==> config.mk <==
export PLATFORM = sky130hd
export DESIGN_NAME = seq_comparator
export DESIGN_NICKNAME = d
export VERILOG_FILES = /design/src/rtl/seq_comparator.sv
export SDC_FILE = /design/constraint.sdc
export NUM_CORES = 1
export LEC_CHECK = 0
export CORE_MARGIN = 2
export CORE_UTILIZATION = 38
export CTS_CLUSTER_DIAMETER = 150
export DETAILED_ROUTE_END_ITERATION = 8
export GPL_TIMING_DRIVEN = 1
export PLACE_DENSITY = 0.63
export REMOVE_ABC_BUFFERS = 1
export SLEW_MARGIN = 20
export SYNTH_ARGS = -nofsm -noshare
export SYNTH_HDL_FRONTEND = slang
export SYNTH_SLANG_ARGS = --single-unit
==> constraint.sdc <==
create_clock -name clk -period 1.97 [get_ports clk]
set_clock_uncertainty 0.15 [all_clocks]
set_input_delay 0.2955 -clock clk [delete_from_list [all_inputs] [get_ports clk]]
set_output_delay 0.2955 -clock clk [all_outputs]
set_load 0.01 [all_outputs]
==> src/rtl/seq_comparator.sv <==
// Multi-cycle magnitude comparator: walks the operands MSB-first, SLICE bits per
// clock, and stops at the first differing slice. Signed operands use offset binary.
module seq_comparator #(
  parameter int unsigned WIDTH = 8,
  parameter int unsigned SLICE = 2
) (
  input  logic             clk,
  input  logic             rst,
  input  logic             start,
  input  logic             signed_mode,
  input  logic [WIDTH-1:0] a,
  input  logic [WIDTH-1:0] b,
  output logic             busy,
  output logic             done,
  output logic             a_less_b,
  output logic             a_equal_b,
  output logic             a_greater_b
);

  localparam int unsigned NSLICE = WIDTH / SLICE;
  localparam int unsigned IDX_W  = (NSLICE > 1) ? $clog2(NSLICE) : 1;

  // Operand width must split into whole slices.
  if ((WIDTH % SLICE) != 0 || SLICE == 0) begin : g_width_check
    $fatal(1, "seq_comparator: WIDTH must be a non-zero multiple of SLICE");
  end

  typedef enum logic {IDLE, CMP} state_t;

  state_t           state_q, state_d;
  logic [WIDTH-1:0] a_q, a_d, b_q, b_d;
  logic [IDX_W-1:0] idx_q, idx_d;
  logic             busy_d, done_d, lt_d, eq_d, gt_d;
  logic [SLICE-1:0] slice_a, slice_b;
  logic [WIDTH-1:0] msb_flip;
  int unsigned      base;

  assign base     = 32'(idx_q) * SLICE;
  assign slice_a  = a_q[base +: SLICE];
  assign slice_b  = b_q[base +: SLICE];
  assign msb_flip = WIDTH'(signed_mode) << (WIDTH - 1);

  // State register
  always_ff @(posedge clk or posedge rst) begin
    if (rst) state_q <= IDLE;
    else     state_q <= state_d;
  end

  // Next-state logic
  always_comb begin
    state_d = state_q;
    case (state_q)
      IDLE: if (start) state_d = CMP;
      CMP:  if (slice_a != slice_b || idx_q == '0) state_d = IDLE;
      default: state_d = IDLE;
    endcase
  end

  // Next values for the datapath and registered outputs
  always_comb begin
    a_d    = a_q;
    b_d    = b_q;
    idx_d  = idx_q;
    busy_d = busy;
    done_d = 1'b0;
    lt_d   = a_less_b;
    eq_d   = a_equal_b;
    gt_d   = a_greater_b;
    case (state_q)
      IDLE: begin
        if (start) begin
          a_d    = a ^ msb_flip;
          b_d    = b ^ msb_flip;
          idx_d  = IDX_W'(NSLICE - 1);
          busy_d = 1'b1;
          lt_d   = 1'b0;
          eq_d   = 1'b0;
          gt_d   = 1'b0;
        end
      end
      CMP: begin
        if (slice_a != slice_b) begin
          lt_d   = (slice_a < slice_b);
          gt_d   = (slice_a > slice_b);
          busy_d = 1'b0;
          done_d = 1'b1;
        end else if (idx_q == '0) begin
          eq_d   = 1'b1;
          busy_d = 1'b0;
          done_d = 1'b1;
        end else begin
          idx_d  = idx_q - IDX_W'(1);
        end
      end
      default: begin
        busy_d = 1'b0;
      end
    endcase
  end

  // Datapath and output registers
  always_ff @(posedge clk or posedge rst) begin
    if (rst) begin
      a_q         <= '0;
      b_q         <= '0;
      idx_q       <= '0;
      busy        <= 1'b0;
      done        <= 1'b0;
      a_less_b    <= 1'b0;
      a_equal_b   <= 1'b0;
      a_greater_b <= 1'b0;
    end else begin
      a_q         <= a_d;
      b_q         <= b_d;
      idx_q       <= idx_d;
      busy        <= busy_d;
      done        <= done_d;
      a_less_b    <= lt_d;
      a_equal_b   <= eq_d;
      a_greater_b <= gt_d;
    end
  end

endmodule

* Word level (Yosys, flattened, before mapping)
Cells that the tools add are included.
** Word-level totals
- Register bits after elaboration :: 24
- Bits of input ports :: 20
- Logic and storage cells :: 53
** Cells by class
- Add/subtract/negate cells :: 1
- Magnitude comparators :: 2
- Equality and inequality tests :: 7
- Shift operators :: 2
- Mux-type cells :: 22
- Bitwise gates (word level) :: 3
- Reductions and logical operators :: 7
** Operators by type and width (number)
- 8-bit by 4-bit variable part select with 2-bit output :: 2
- 8-bit XOR :: 2
- 1-bit two-way mux :: 13
- 1-bit case mux with 2 select lines :: 5
- 2-bit two-way mux :: 3
- 2-bit inequality test (second input constant) :: 3
- 2-bit AND reduction :: 3
- 3-bit AND reduction :: 2
- 2-bit by 1-bit inequality test with 1-bit output (second input constant) :: 2
- 2-bit case mux with 2 select lines :: 1
- 3-bit by 1-bit inequality test with 1-bit output (second input constant) :: 1
- 2-bit greater-than comparator :: 1
- 2-bit zero test :: 1
- 2-bit < comparator :: 1
- 2-bit inequality test :: 1
- 2-bit by 1-bit subtractor with 2-bit output (second input constant) :: 1
- 1-bit logical OR :: 1
- 1-bit NOT :: 1

* Logic depth before layout (Yosys ltp)
- Depth in word-level cells :: 5
- Depth in mapped cells :: 7
- Mapped depth without buffers :: 6

* Worst setup path after synthesis
OpenSTA, ideal clock, no wires.
- Path type :: register to register
- Start point :: reg idx_q[1]
- End point :: reg idx_q[1]
- Setup time :: 119 ps
- Arrival :: 1877 ps
- Required time :: 1701 ps
- Setup slack :: -177 ps
- Cell stages (with the launch flop) :: 7
- Path buffers :: 1
- Clock period less this slack :: 2147 ps
- Cell sequence :: dfrtp_1 buf_2 mux4_2 ha_1 and4b_4 or2_4 a2bb2oi_2
** Between the ends
- Word-level cells in the longest chain between the ends :: 4
- Elaborated cells between the ends (all ways) :: 11
- Those cells by class :: add/sub: 1; eq/ne: 3; shift: 2; mux: 3; reduce/logical: 2
** Ends and longest elaborated chain
- start, declared :: RTL line 32 : logic [IDX_W-1:0] idx_q, idx_d;
- start signal, assigned :: RTL line 115 : idx_q <= idx_d;
- 8-bit by 4-bit variable part select with 2-bit output, or another cell as far along :: RTL line 39 : assign slice_a = a_q[base +: SLICE];
- 2-bit inequality test / 2-bit two-way mux (equally long branches) :: RTL line 82, 87
- 2-bit inequality test (no line) / 2-bit two-way mux (equally long branches)
- 3-bit AND reduction (no line) / 2-bit case mux with 2 select lines (equally long branches)
Several ways; a longest one is shown, not always the timed one. The select of a mux whose other input is x is not followed.
A chain may end at the register's enable or synchronous reset.

* Worst setup path after layout
Same ends and word-level chain as after synthesis.

==> summary.txt <==
Worst hold path
  • Worst min path class: primary input to async pin

Power and ir drop
  • PD cells: roughly 1600 mW/mm²
  • Worst vdd ir: 973 µV
  • Design Power: 0.00248 W
  • P_leak: 0.653 nW

Placement
  • Count of input and output buffers: 24
  • Setup WS pre-CTS: -127 ps
  • HPWL Detailed: around 1500 µm
  • Placed cell area: around 0.0014 mm²
  • Placer Congestion: between 0.6 and 0.7

Layout
  • Commonest non-fill, non-tap cell in the layout: clkdlybuf4s50_1
  • Fillers: 240
  • Post-Layout Inst Area: 0.00152 mm²
  • Synth-to-layout area growth: 35.9%
  • Diodes inserted: 0
  • Most frequent cells in the layout: 24 x clkdlybuf4s50_1, 23 x dfrtp_1, 14 x mux2_2
  • FF/Latch Area: 602 µm²
  • Layout cell share with drive strength beyond 1: approximately two fifths
  • Util after Layout: 54.7%
  • Final nets: 140
  • Multi-input gate area: around 500 µm²

Worst setup path
  • CP Capture Type: register
  • Critical Path Start Type: register
  • Arrival @ worst endpoint: 2100 ps
  • Crit path kind: register to register
  • Critical path required time: 2030 ps
  • Reg2reg path depth: 5
  • Worst Path Max Fanout: 3

STA
  • Slew Limit Fails: 0
  • Final worst path period share: 104%
  • Worst slew pin tran: 305 ps
  • Final WS setup: -74.1 ps
  • RSZ-0062 raised after global routing: yes
  • Endpoints failing setup: 2
  • Peak Freq: 489 MHz
  • Setup tns final: -102 ps
  • Final hold vios: 0
  • Final Critical Period: slightly above 2000 ps
  • Worst slew margin: 79.7%

Synthesis
  • Register area share after synthesis: a little over half
  • Synth Area in Compound Gates: under 10%
  • Synth Area in Adders: under 10%
  • XOR/XNOR share of the synthesized area: under 10%
  • Main combinational cell family by area after synthesis: multiplexers
  • Seq cells post-synth: 24
  • Syn avg cell area: about 13 µm²
  • Gate Count Post-Synth: 83
  • Simple-gate share of the synthesized area: 7.93%
  • Mux cell area share after synthesis: between 20% and 30%
  • Yosys warns: 0
  • Area of the mapped netlist: roughly 0.0011 mm²
  • Synth unique cells: 22

CTS
  • TritonCTS clock tree: done
  • Root buffer cell: clkbuf_4
  • Clock sink count: 24
  • Worst-path clk slew: about 120 ps
  • H-tree depth: 1
  • Skew-Pair Late Insertion Delay: 310 ps
  • TritonCTS Buffers: 3
  • Clock tree buffer depth: 2

Route
  • Final wirelength: roughly 2000 µm
  • DR pass1 iterations: 4
  • Routed vias: between 700 and 800
  • DRC: 0
  • DR iter-0 viols: 13
  • Via density: 5.10
  • DRT antenna net count: 0
  • WL/cell: approximately 14 µm

Floorplanning
  • Vert. Die Dim: ~58 µm
  • Initial Utilization: about two fifths
  • DIE WIDTH: 58.3 µm
  • # IOs: 25
  • Placeable Area: ~0.0028 mm²
  • FP Rows: 19
  • Die area: between 0.003 and 0.004 mm²

Global route
  • Initial antenna violation count: 0
  • Largest net degree at the start of global routing: 25
  • Global Route Usage Sum: between 10% and 20%
  • First-pass GRT wire length: approximately 3600 µm
  • Number of global-route vias before repair: approximately 790
  • Overflow after GRT: 0

Flow run
  • Max Cap Viol: 0

Run status
  • Outcome: complete, but fails checks
  • Failing checks: setup timing
## area by class of cell
class	count	share of cell area [%]
Clock buffer	3	1.48
Inverter	6	1.48
Multi-Input combinational cell	49	33.4
Sequential cell	24	39.6
Tap cell	31	2.55
Timing Repair Buffer	33	21.5
## power breakdown
group / internal (W) / switching (W)
sequential: 0.000712 / 0.000143
combinational: 0.000861 / 0.000561
clock: 0.0000714 / 0.000134
total: 0.00164 / 0.000838
## per-stage QoR
stage	std cells	hold slack (ps)
after floorplan	79	160
after global placement	142	328
after detailed placement	142	346
after CTS	145	165
after global routing	146	181
final	146	159
## per-layer routing
| layer | routed length [µm] | global-route usage [%] |
|---|---|---|
| met4 | 50 | 6.98 |
| met1 | 846 | 17.3 |
| met3 | 100 | 2.68 |
| met2 | 1010 | 23.8 |
| met5 | 0 | 0 |
## worst paths after layout
kind / startpoint / endpoint / slack [ps]
max: idx_q[1]$_DFFE_PP0P_ / idx_q[1]$_DFFE_PP0P_ / -70
min: rst / b_q[7]$_DFFE_PP0P_ / 160
min reg2reg: a_greater_b$_DFFE_PP0P_ / a_greater_b$_DFFE_PP0P_ / 370
max in group asynchronous: rst / idx_q[0]$_DFFE_PP0P_ / 1260
min in group clk: a_greater_b$_DFFE_PP0P_ / a_greater_b$_DFFE_PP0P_ / 370
max reg2reg: idx_q[1]$_DFFE_PP0P_ / idx_q[1]$_DFFE_PP0P_ / -70
## logic make-up (layout without fill, tap and decap cells)
group | after synthesis | count (layout)
flip-flops | 24 | 24
multiplexers | 18 | 18
AND/OR/NAND/NOR | 15 | 15
AO/OA/AOI/OAI | 11 | 11
buffers and inverters | 10 | 42
adder cells (fa/ha/maj) | 3 | 3
XOR/XNOR | 2 | 2
## what timing repair did
| item | in CTS | in global routing |
|---|---|---|
| setup buffers | 0 | 1 |
| pin swaps | 0 | 6 |
| endpoints found under the setup margin | 7 | 8 |
| hold buffers | 0 | 0 |
| gates resized for setup | 6 | 8 |
## registers in the layout, indices dropped and copies added (netlist names)
signal	flops
a_equal_b	1
a_greater_b	1
a_less_b	1
a_q	8
b_q	8
busy	1
done	1
idx_q	2
state_q	1
## synthesized netlist by cell type (all sizes together)
master / number / area [µm²]
nand2: 3 / 11.3
a21o: 1 / 7.51
mux2: 14 / 158
nand4: 1 / 6.26
a21oi: 5 / 25.0
xnor2: 2 / 17.5
ha: 3 / 37.5
buf: 4 / 32.5
mux4: 4 / 90.1
nor2b: 1 / 13.8
nor3: 1 / 5.00
dfrtp: 24 / 601
or2: 1 / 8.76
nor2: 6 / 22.5
o21a: 1 / 7.51
a2bb2oi: 1 / 15.0
inv: 6 / 22.5
and4b: 1 / 13.8
and3: 1 / 7.51
o21ai: 2 / 10.0
o211ai: 1 / 7.51
## worst max-delay path, stage by stage (launching register included)
cell and delay [ps]:
dfrtp_1 430, mux4_2 560, ha_4 270, and4b_4 180, or2_4 230, a2bb2oi_2 120
(Power assumes the default switching activity.)
